$ cat config.mk
export PLATFORM = sky130hd
export DESIGN_NAME = alu_ex
export DESIGN_NICKNAME = d
export VERILOG_FILES = /design/src/rtl/alu_ex_pkg.sv /design/src/rtl/alu_ex_div.sv /design/src/rtl/alu_ex.sv
export SDC_FILE = /design/constraint.sdc
export NUM_CORES = 1
export LEC_CHECK = 0
export CAP_MARGIN = 30
export CORE_AREA = 2 2 246 200
export DETAILED_ROUTE_END_ITERATION = 10
export DIE_AREA = 0 0 248 202
export HOLD_SLACK_MARGIN = 0.15
export PLACE_DENSITY = 0.65
export RECOVER_POWER = 100
export SLEW_MARGIN = 20
export SYNTH_ARGS = -nofsm -noshare
export SYNTH_HDL_FRONTEND = slang
export SYNTH_SLANG_ARGS = --single-unit
$ cat constraint.sdc
create_clock -name clk -period 7.4 [get_ports clk]
set_input_delay 1.48 -clock clk [delete_from_list [all_inputs] [get_ports clk]]
set_output_delay 1.48 -clock clk [all_outputs]
set_load 0.1 [all_outputs]
$ cat src/rtl/alu_ex_pkg.sv
// Shared parameters for the execute-stage ALU: ALUC operation codes and
// the sequencer state encodings.
package alu_ex_pkg;

  typedef enum logic [4:0] {
    ALUC_AND   = 5'd0,
    ALUC_OR    = 5'd1,
    ALUC_XOR   = 5'd2,
    ALUC_NOR   = 5'd3,
    ALUC_ADD   = 5'd4,
    ALUC_SUB   = 5'd5,
    ALUC_SLT   = 5'd6,
    ALUC_SLTU  = 5'd7,
    ALUC_SLL   = 5'd8,
    ALUC_SRL   = 5'd9,
    ALUC_SRA   = 5'd10,
    ALUC_LUI   = 5'd11,
    ALUC_MFHI  = 5'd12,
    ALUC_MFLO  = 5'd13,
    ALUC_MTHI  = 5'd14,
    ALUC_MTLO  = 5'd15,
    ALUC_MULT  = 5'd16,
    ALUC_MULTU = 5'd17,
    ALUC_DIV   = 5'd18,
    ALUC_DIVU  = 5'd19
  } aluc_e;

  typedef enum logic [1:0] {
    IDLE = 2'd0,
    MUL  = 2'd1,
    DIV  = 2'd2,
    DONE = 2'd3
  } alu_state_e;

endpackage

$ cat src/rtl/alu_ex_div.sv
// Iterative restoring divider on operand magnitudes, one quotient bit per
// cycle; results are sign-corrected and presented combinationally with done_o.
module alu_ex_div #(
  parameter int WIDTH = 32,
  parameter int SHW   = $clog2(WIDTH)
) (
  input  logic             clk,
  input  logic             rst,
  input  logic             start_i,
  input  logic [WIDTH-1:0] a_i,
  input  logic [WIDTH-1:0] b_i,
  input  logic             signed_i,
  output logic             done_o,
  output logic [WIDTH-1:0] quot_o,
  output logic [WIDTH-1:0] rem_o
);

  logic             busy_q, busy_d;
  logic [SHW-1:0]   cnt_q, cnt_d;
  logic [WIDTH-1:0] quot_q, quot_d, rem_q, rem_d, dvsr_q, dvsr_d, dvnd_q, dvnd_d;
  logic             qneg_q, qneg_d, rneg_q, rneg_d, dz_q, dz_d;

  logic [WIDTH:0]   shifted, diff;
  logic             ge;
  logic [WIDTH-1:0] quot_n, rem_n;

  assign shifted = {rem_q, quot_q[WIDTH-1]};
  assign diff    = shifted - {1'b0, dvsr_q};
  assign ge      = ~diff[WIDTH];
  assign rem_n   = ge ? diff[WIDTH-1:0] : shifted[WIDTH-1:0];
  assign quot_n  = {quot_q[WIDTH-2:0], ge};

  // Divide by zero bypasses the iteration result: all-ones quotient, dividend as remainder.
  assign done_o = busy_q && (cnt_q == SHW'(WIDTH-1));
  assign quot_o = dz_q ? '1 : (qneg_q ? -quot_n : quot_n);
  assign rem_o  = dz_q ? dvnd_q : (rneg_q ? -rem_n : rem_n);

  always_comb begin
    busy_d = busy_q;
    cnt_d  = cnt_q;
    quot_d = quot_q;
    rem_d  = rem_q;
    dvsr_d = dvsr_q;
    dvnd_d = dvnd_q;
    qneg_d = qneg_q;
    rneg_d = rneg_q;
    dz_d   = dz_q;
    if (start_i) begin
      busy_d = 1'b1;
      cnt_d  = '0;
      quot_d = (signed_i && a_i[WIDTH-1]) ? -a_i : a_i;
      rem_d  = '0;
      dvsr_d = (signed_i && b_i[WIDTH-1]) ? -b_i : b_i;
      dvnd_d = a_i;
      qneg_d = signed_i && (a_i[WIDTH-1] ^ b_i[WIDTH-1]);
      rneg_d = signed_i && a_i[WIDTH-1];
      dz_d   = (b_i == '0);
    end else if (busy_q) begin
      quot_d = quot_n;
      rem_d  = rem_n;
      cnt_d  = cnt_q + SHW'(1);
      if (done_o) begin
        busy_d = 1'b0;
        cnt_d  = '0;
      end
    end
  end

  always_ff @(posedge clk or posedge rst) begin
    if (rst) begin
      busy_q <= 1'b0;
      cnt_q  <= '0;
      quot_q <= '0;
      rem_q  <= '0;
      dvsr_q <= '0;
      dvnd_q <= '0;
      qneg_q <= 1'b0;
      rneg_q <= 1'b0;
      dz_q   <= 1'b0;
    end else begin
      busy_q <= busy_d;
      cnt_q  <= cnt_d;
      quot_q <= quot_d;
      rem_q  <= rem_d;
      dvsr_q <= dvsr_d;
      dvnd_q <= dvnd_d;
      qneg_q <= qneg_d;
      rneg_q <= rneg_d;
      dz_q   <= dz_d;
    end
  end

endmodule

$ cat src/rtl/alu_ex.sv
// Execute-stage ALU with HI/LO registers and an iterative multiplier.
// Define ALU_EX_DIV_EN to build the iterative divider (DIV/DIVU).
module alu_ex
  import alu_ex_pkg::*;
#(
  parameter int WIDTH = 32,
  parameter int SHW   = $clog2(WIDTH)
) (
  input  logic             clk,
  input  logic             rst,
  input  logic             in_valid,
  output logic             in_ready,
  input  logic [4:0]       op,
  input  logic [WIDTH-1:0] a,
  input  logic [WIDTH-1:0] b,
  output logic             out_valid,
  output logic [WIDTH-1:0] res,
  output logic             zero,
  output logic [WIDTH-1:0] hi,
  output logic [WIDTH-1:0] lo
);

  alu_state_e         state_q, state_d;
  logic [SHW-1:0]     cnt_q, cnt_d;
  logic [2*WIDTH-1:0] prod_q, prod_d;
  logic [WIDTH-1:0]   mcand_q, mcand_d;
  logic               neg_q, neg_d;
  logic [WIDTH-1:0]   res_q, res_d, hi_q, hi_d, lo_q, lo_d;
  logic               ov_q, ov_d;

  logic               accept, mul_sgn, last;
  logic [WIDTH-1:0]   alu_r;
  logic [WIDTH:0]     psum;
  logic [2*WIDTH-1:0] prod_n, prod_f;

  assign in_ready  = (state_q == IDLE) && !rst;
  assign accept    = in_valid && in_ready;
  assign mul_sgn   = (op == ALUC_MULT);
  assign last      = (cnt_q == SHW'(WIDTH-1));
  assign out_valid = ov_q;
  assign res       = res_q;
  assign zero      = (res_q == '0);
  assign hi        = hi_q;
  assign lo        = lo_q;

  // Shift-add step: low half holds the remaining multiplier bits, high half accumulates.
  assign psum   = {1'b0, prod_q[2*WIDTH-1:WIDTH]} + (prod_q[0] ? {1'b0, mcand_q} : '0);
  assign prod_n = {psum, prod_q[WIDTH-1:1]};
  assign prod_f = neg_q ? -prod_n : prod_n;

`ifdef ALU_EX_DIV_EN
  logic             div_start, div_done;
  logic [WIDTH-1:0] div_quot, div_rem;

  assign div_start = accept && (op == ALUC_DIV || op == ALUC_DIVU);

  alu_ex_div #(.WIDTH(WIDTH), .SHW(SHW)) u_div (
    .clk     (clk),
    .rst     (rst),
    .start_i (div_start),
    .a_i     (a),
    .b_i     (b),
    .signed_i(op == ALUC_DIV),
    .done_o  (div_done),
    .quot_o  (div_quot),
    .rem_o   (div_rem)
  );
`endif

  always_comb begin
    alu_r = '0;
    case (op)
      ALUC_AND:  alu_r = a & b;
      ALUC_OR:   alu_r = a | b;
      ALUC_XOR:  alu_r = a ^ b;
      ALUC_NOR:  alu_r = ~(a | b);
      ALUC_ADD:  alu_r = a + b;
      ALUC_SUB:  alu_r = a - b;
      ALUC_SLT:  alu_r = {{(WIDTH-1){1'b0}}, $signed(a) < $signed(b)};
      ALUC_SLTU: alu_r = {{(WIDTH-1){1'b0}}, a < b};
      ALUC_SLL:  alu_r = b << a[SHW-1:0];
      ALUC_SRL:  alu_r = b >> a[SHW-1:0];
      ALUC_SRA:  alu_r = $signed(b) >>> a[SHW-1:0];
      ALUC_LUI:  alu_r = {b[WIDTH/2-1:0], {(WIDTH/2){1'b0}}};
      ALUC_MFHI: alu_r = hi_q;
      ALUC_MFLO: alu_r = lo_q;
      ALUC_MTHI, ALUC_MTLO: alu_r = a;
      default:   alu_r = '0;
    endcase
  end

  always_comb begin
    state_d = state_q;
    cnt_d   = cnt_q;
    prod_d  = prod_q;
    mcand_d = mcand_q;
    neg_d   = neg_q;
    res_d   = res_q;
    hi_d    = hi_q;
    lo_d    = lo_q;
    ov_d    = 1'b0;
    case (state_q)
      IDLE: begin
        if (accept) begin
          cnt_d = '0;
          case (op)
            ALUC_MULT, ALUC_MULTU: begin
              mcand_d = (mul_sgn && a[WIDTH-1]) ? -a : a;
              prod_d  = {{WIDTH{1'b0}}, ((mul_sgn && b[WIDTH-1]) ? -b : b)};
              neg_d   = mul_sgn && (a[WIDTH-1] ^ b[WIDTH-1]);
              state_d = MUL;
            end
`ifdef ALU_EX_DIV_EN
            ALUC_DIV, ALUC_DIVU: state_d = DIV;
`endif
            default: begin
              res_d = alu_r;
              ov_d  = 1'b1;
              if (op == ALUC_MTHI) hi_d = a;
              if (op == ALUC_MTLO) lo_d = a;
            end
          endcase
        end
      end
      MUL: begin
        prod_d = prod_n;
        cnt_d  = cnt_q + SHW'(1);
        if (last) begin
          hi_d    = prod_f[2*WIDTH-1:WIDTH];
          lo_d    = prod_f[WIDTH-1:0];
          res_d   = prod_f[WIDTH-1:0];
          ov_d    = 1'b1;
          cnt_d   = '0;
          state_d = DONE;
        end
      end
`ifdef ALU_EX_DIV_EN
      DIV: begin
        cnt_d = cnt_q + SHW'(1);
        if (div_done) begin
          hi_d    = div_rem;
          lo_d    = div_quot;
          res_d   = div_quot;
          ov_d    = 1'b1;
          cnt_d   = '0;
          state_d = DONE;
        end
      end
`endif
      DONE:    state_d = IDLE;
      default: state_d = IDLE;
    endcase
  end

  always_ff @(posedge clk or posedge rst) begin
    if (rst) begin
      state_q <= IDLE;
      cnt_q   <= '0;
      prod_q  <= '0;
      mcand_q <= '0;
      neg_q   <= 1'b0;
      res_q   <= '0;
      hi_q    <= '0;
      lo_q    <= '0;
      ov_q    <= 1'b0;
    end else begin
      state_q <= state_d;
      cnt_q   <= cnt_d;
      prod_q  <= prod_d;
      mcand_q <= mcand_d;
      neg_q   <= neg_d;
      res_q   <= res_d;
      hi_q    <= hi_d;
      lo_q    <= lo_d;
      ov_q    <= ov_d;
    end
  end

endmodule

==> impl_metrics.tcl <==
set metrics [dict create \
    crit_chain "buf_2, clkbuf_1, clkbuf_2, mux2i_1, o21ai_0, o21ai_0, buf_4, nor2_1, o21ai_0, o21ai_0, o21ai_0, a31oi_1, o21ai_0, nand2_1" \
    grt_antenna_before_repair 15 \
    core-area_sq_um 47700 \
    fillCellCount 4595 \
    post_cts_buffers 0 \
    netlist_area_sq_um 22200 \
    hp-class "flop to flop" \
    hold_buffers 0 \
    gp_congestion 1.13 \
    ys_types 89 \
    dieHeight_microns 202 \
    insertion_delay_ns 0.59 \
    cts_inserted_buffers 24 \
    dpl.hpwl_microns 93900 \
    synth_most_common_cell "nor2_1" \
    synth_seq_cells 201 \
    fin_ws_ns 0.801 \
    synth_edf_count 0 \
    stdcell_count 3755 \
    nets 3312 \
    p_int_mw 3.58 \
    slowest_stage "clkbuf_2" \
    relSlewSlack_pct -203 \
    drt_iter0_drc 4637 \
    ctsResizeCount 0 \
    slew_viol_final 336 \
    fin_util_pct 53.7 \
    fin_area_sq_um 25600 \
    violations "max-capacitance violations, max-slew violations" \
    powerDensity_nw_per_um2 343 \
    grt_max_degree 133 \
    die-area_sq_um 50100 \
    routedWlPerCell_microns 32.5 \
    htreeDepth 1 \
    clock-sinks 201 \
    synth_warnings 0 \
    maxCapViolCount 7 \
    switchingPower_mw 5.20 \
    synth-simple-area-share_pct 21.2 \
    clock_path_buffers 3 \
    ios 171 \
    synth_top_family_by_area "compound AO/OA/AOI/OAI gates" \
    dpl_cell_area_sq_um 24900 \
    postRouteAntennaNets 0 \
    worst_setup_path_end_kind "flop" \
    hold_viol 0 \
    synth_compound_area_share_pct 30.1 \
    clockPowerShare_pct 13.7 \
    synthTopCellsByCount "nor2_1 (348), nand2_1 (337), o21ai_0 (327)" \
    yosysTopAreaCell "dfrtp_1" \
    finalSetupViolCount 0 \
    dpl_worst_slack_ns 1.16 \
    syn_nets 3227 \
    cpMostUsedCell "o21ai_0" \
    synth-async-reset-ratio_pct 100 \
    layout_min_cycle_time_ns 6.60 \
    p_comb_share_pct 62.0 \
    wirelength_microns 122000 \
    clkSlewWorstSetupHoldPaths_ns 0.06 \
    synthAdderAreaFrac_pct 7.77 \
    root_buffer "clkbuf_16" \
    first_global_vias 24240 \
    seqPwrFrac_pct 24.3 \
    via_per_inst 7.11 \
    path_max_fanout 48 \
    syn_inst 3019 \
    globalRouteOverflowTotal 0 \
    worstPathRequired_ns 7.84 \
    post-route-period-util_pct 89.2 \
    rsz0062_at_grt "no" \
    crit_type "primary input to flop" \
    p_sw_share_pct 59.2 \
    tightestPinTransition_ns 4.51 \
    cp_top_family "buffers and inverters" \
    num_vias 26694 \
    run_status "finished with violations" \
    cts_tree "yes" \
    fmax_ghz 0.152 \
    firstDrtPassIters 8 \
    cp-start-kind "primary input" \
    yosysSeqAreaShare_pct 22.7 \
    dieWidth_microns 248 \
    yosys-mux-area-fraction_pct 6.47 \
    timing.hold.ws_ns 0.478 \
    grt_usage_pct 47.7 \
    ys.flop_type "dfrtp_1" \
    finalSetupTns_ns 0 \
    yosysTopAreaCellShare_pct 22.7 \
    fin_worst_skew_ns 0.0694 \
    row_count 72 \
    p_total_mw 8.78 \
    dp_cells 3703 \
    drive_above_1_share_pct 7.82 \
    area_delta_synth_final_pct 15.3 \
    critPathBufInv 4 \
    start_util_pct 46.5 \
    portBuffers 170 \
    cellLeakagePower_nw 10.7 \
    slowest_delay_ns 1.14 \
    cp.arrival_ns 7.04 \
    grt_pass1_wl_microns 174000 \
    peakVddDrop_v 0.000596 \
    syn_avg_cell_area_sq_um 7.35 \
    synth-xor-area-share_pct 5.92 \
    drc 0 \
    synth_area_leaders "dfrtp_1 (23%), ha_1 (7.5%), o21ai_0 (7.4%)" \
]
state kept, by name (all words and copies together), names as in the netlist:
signal     flops
prod_q        64
neg_q          1
state_q        2
res           32
out_valid      1
cnt_q          5
lo            32
mcand_q       32
hi            32
routing by layer:
metal / vias up / GRT usage [%] / part of all wire (%)
li1: 11178 / - / -
met1: 12770 / 64.5 / 38
met2: 2237 / 64.2 / 39
met3: 499 / 18.9 / 16
met4: 10 / 26.0 / 7.0
met5: - / 0 / 0.15
worst reg2reg max path: stages, from the launching register on:
cell and delay, ns:
dfrtp_1 0.51, clkbuf_1 0.86, and2_1 0.25, ha_1 0.30, o211ai_1 0.15, or3b_1 0.44
o21ai_0 0.75, a21o_1 0.32, xnor2_1 0.18, a211oi_1 0.30, or2b_1 0.32, or4_4 0.55
or2_0 0.30, o311ai_2 0.27, mux2_1 0.35, o21ai_1 0.11
final cells by class:
| cell class | count | area (sq um) | share of cell area [%] |
|---|---|---|---|
| repair buffers | 285 | 2610 | 10.2 |
| multi-input cells | 2469 | 15900 | 62.2 |
| inverters | 123 | 463 | 1.81 |
| clock buffers | 31 | 657 | 2.57 |
| flip-flops and latches | 201 | 5030 | 19.7 |
| diodes | 6 | 15.0 | 0.0587 |
| clock inverters | 11 | 103 | 0.401 |
| well taps | 629 | 787 | 3.08 |
worst paths after layout:
| kind | startpoint | end | slack, ns | cells after the start |
|---|---|---|---|---|
| max in group asynchronous | rst | neg_q$_DFFE_PP0P_ | 1.42 | 3 |
| worst min register to register | mcand_q[3]$_DFFE_PP0P_ | mcand_q[3]$_DFFE_PP0P_ | 0.48 | 2 |
| min in group asynchronous | rst | hi[29]$_DFFE_PP0P_ | 2.80 | 2 |
| worst min-delay path | mcand_q[3]$_DFFE_PP0P_ | mcand_q[3]$_DFFE_PP0P_ | 0.48 | 2 |
| worst max register to register | prod_q[0]$_DFFE_PP0P_ | hi[29]$_DFFE_PP0P_ | 1.42 | 15 |
| worst max-delay path | a[0] | res[13]$_DFFE_PP0P_ | 0.80 | 14 |
cell families after synthesis:
group,count (synthesis)
AND/OR/NAND/NOR,1030
multiplexers,91
flip-flops,201
XOR/XNOR,149
AO/OA/AOI/OAI,1063
buffers and inverters,349
adder cells (fa/ha/maj),136
cells in the final DEF (no fill, tap or decap), drive strengths merged, types with 51 or more instances in the layout:
cell	n
dlygate4sd3	106
ha	133
buf	104
inv	121
dfrtp	201
xnor2	107
a21oi	280
clkdlybuf4s50	59
nor3	62
nor2	348
a22oi	51
nand2	337
nand3	58
o21ai	335
power by group through the flow:
stage | Sequential [mW] | Combinational [mW] | Clock (mW)
floorplan | 3.61 | 2.06 | 0
global placement | 2.11 | 5.24 | 0
detailed placement | 2.14 | 5.39 | 0
CTS | 2.12 | 5.40 | 1.20
global route | 2.15 | 5.69 | 1.25
finish | 2.14 | 5.45 | 1.20
(Power assumes the default switching activity.)
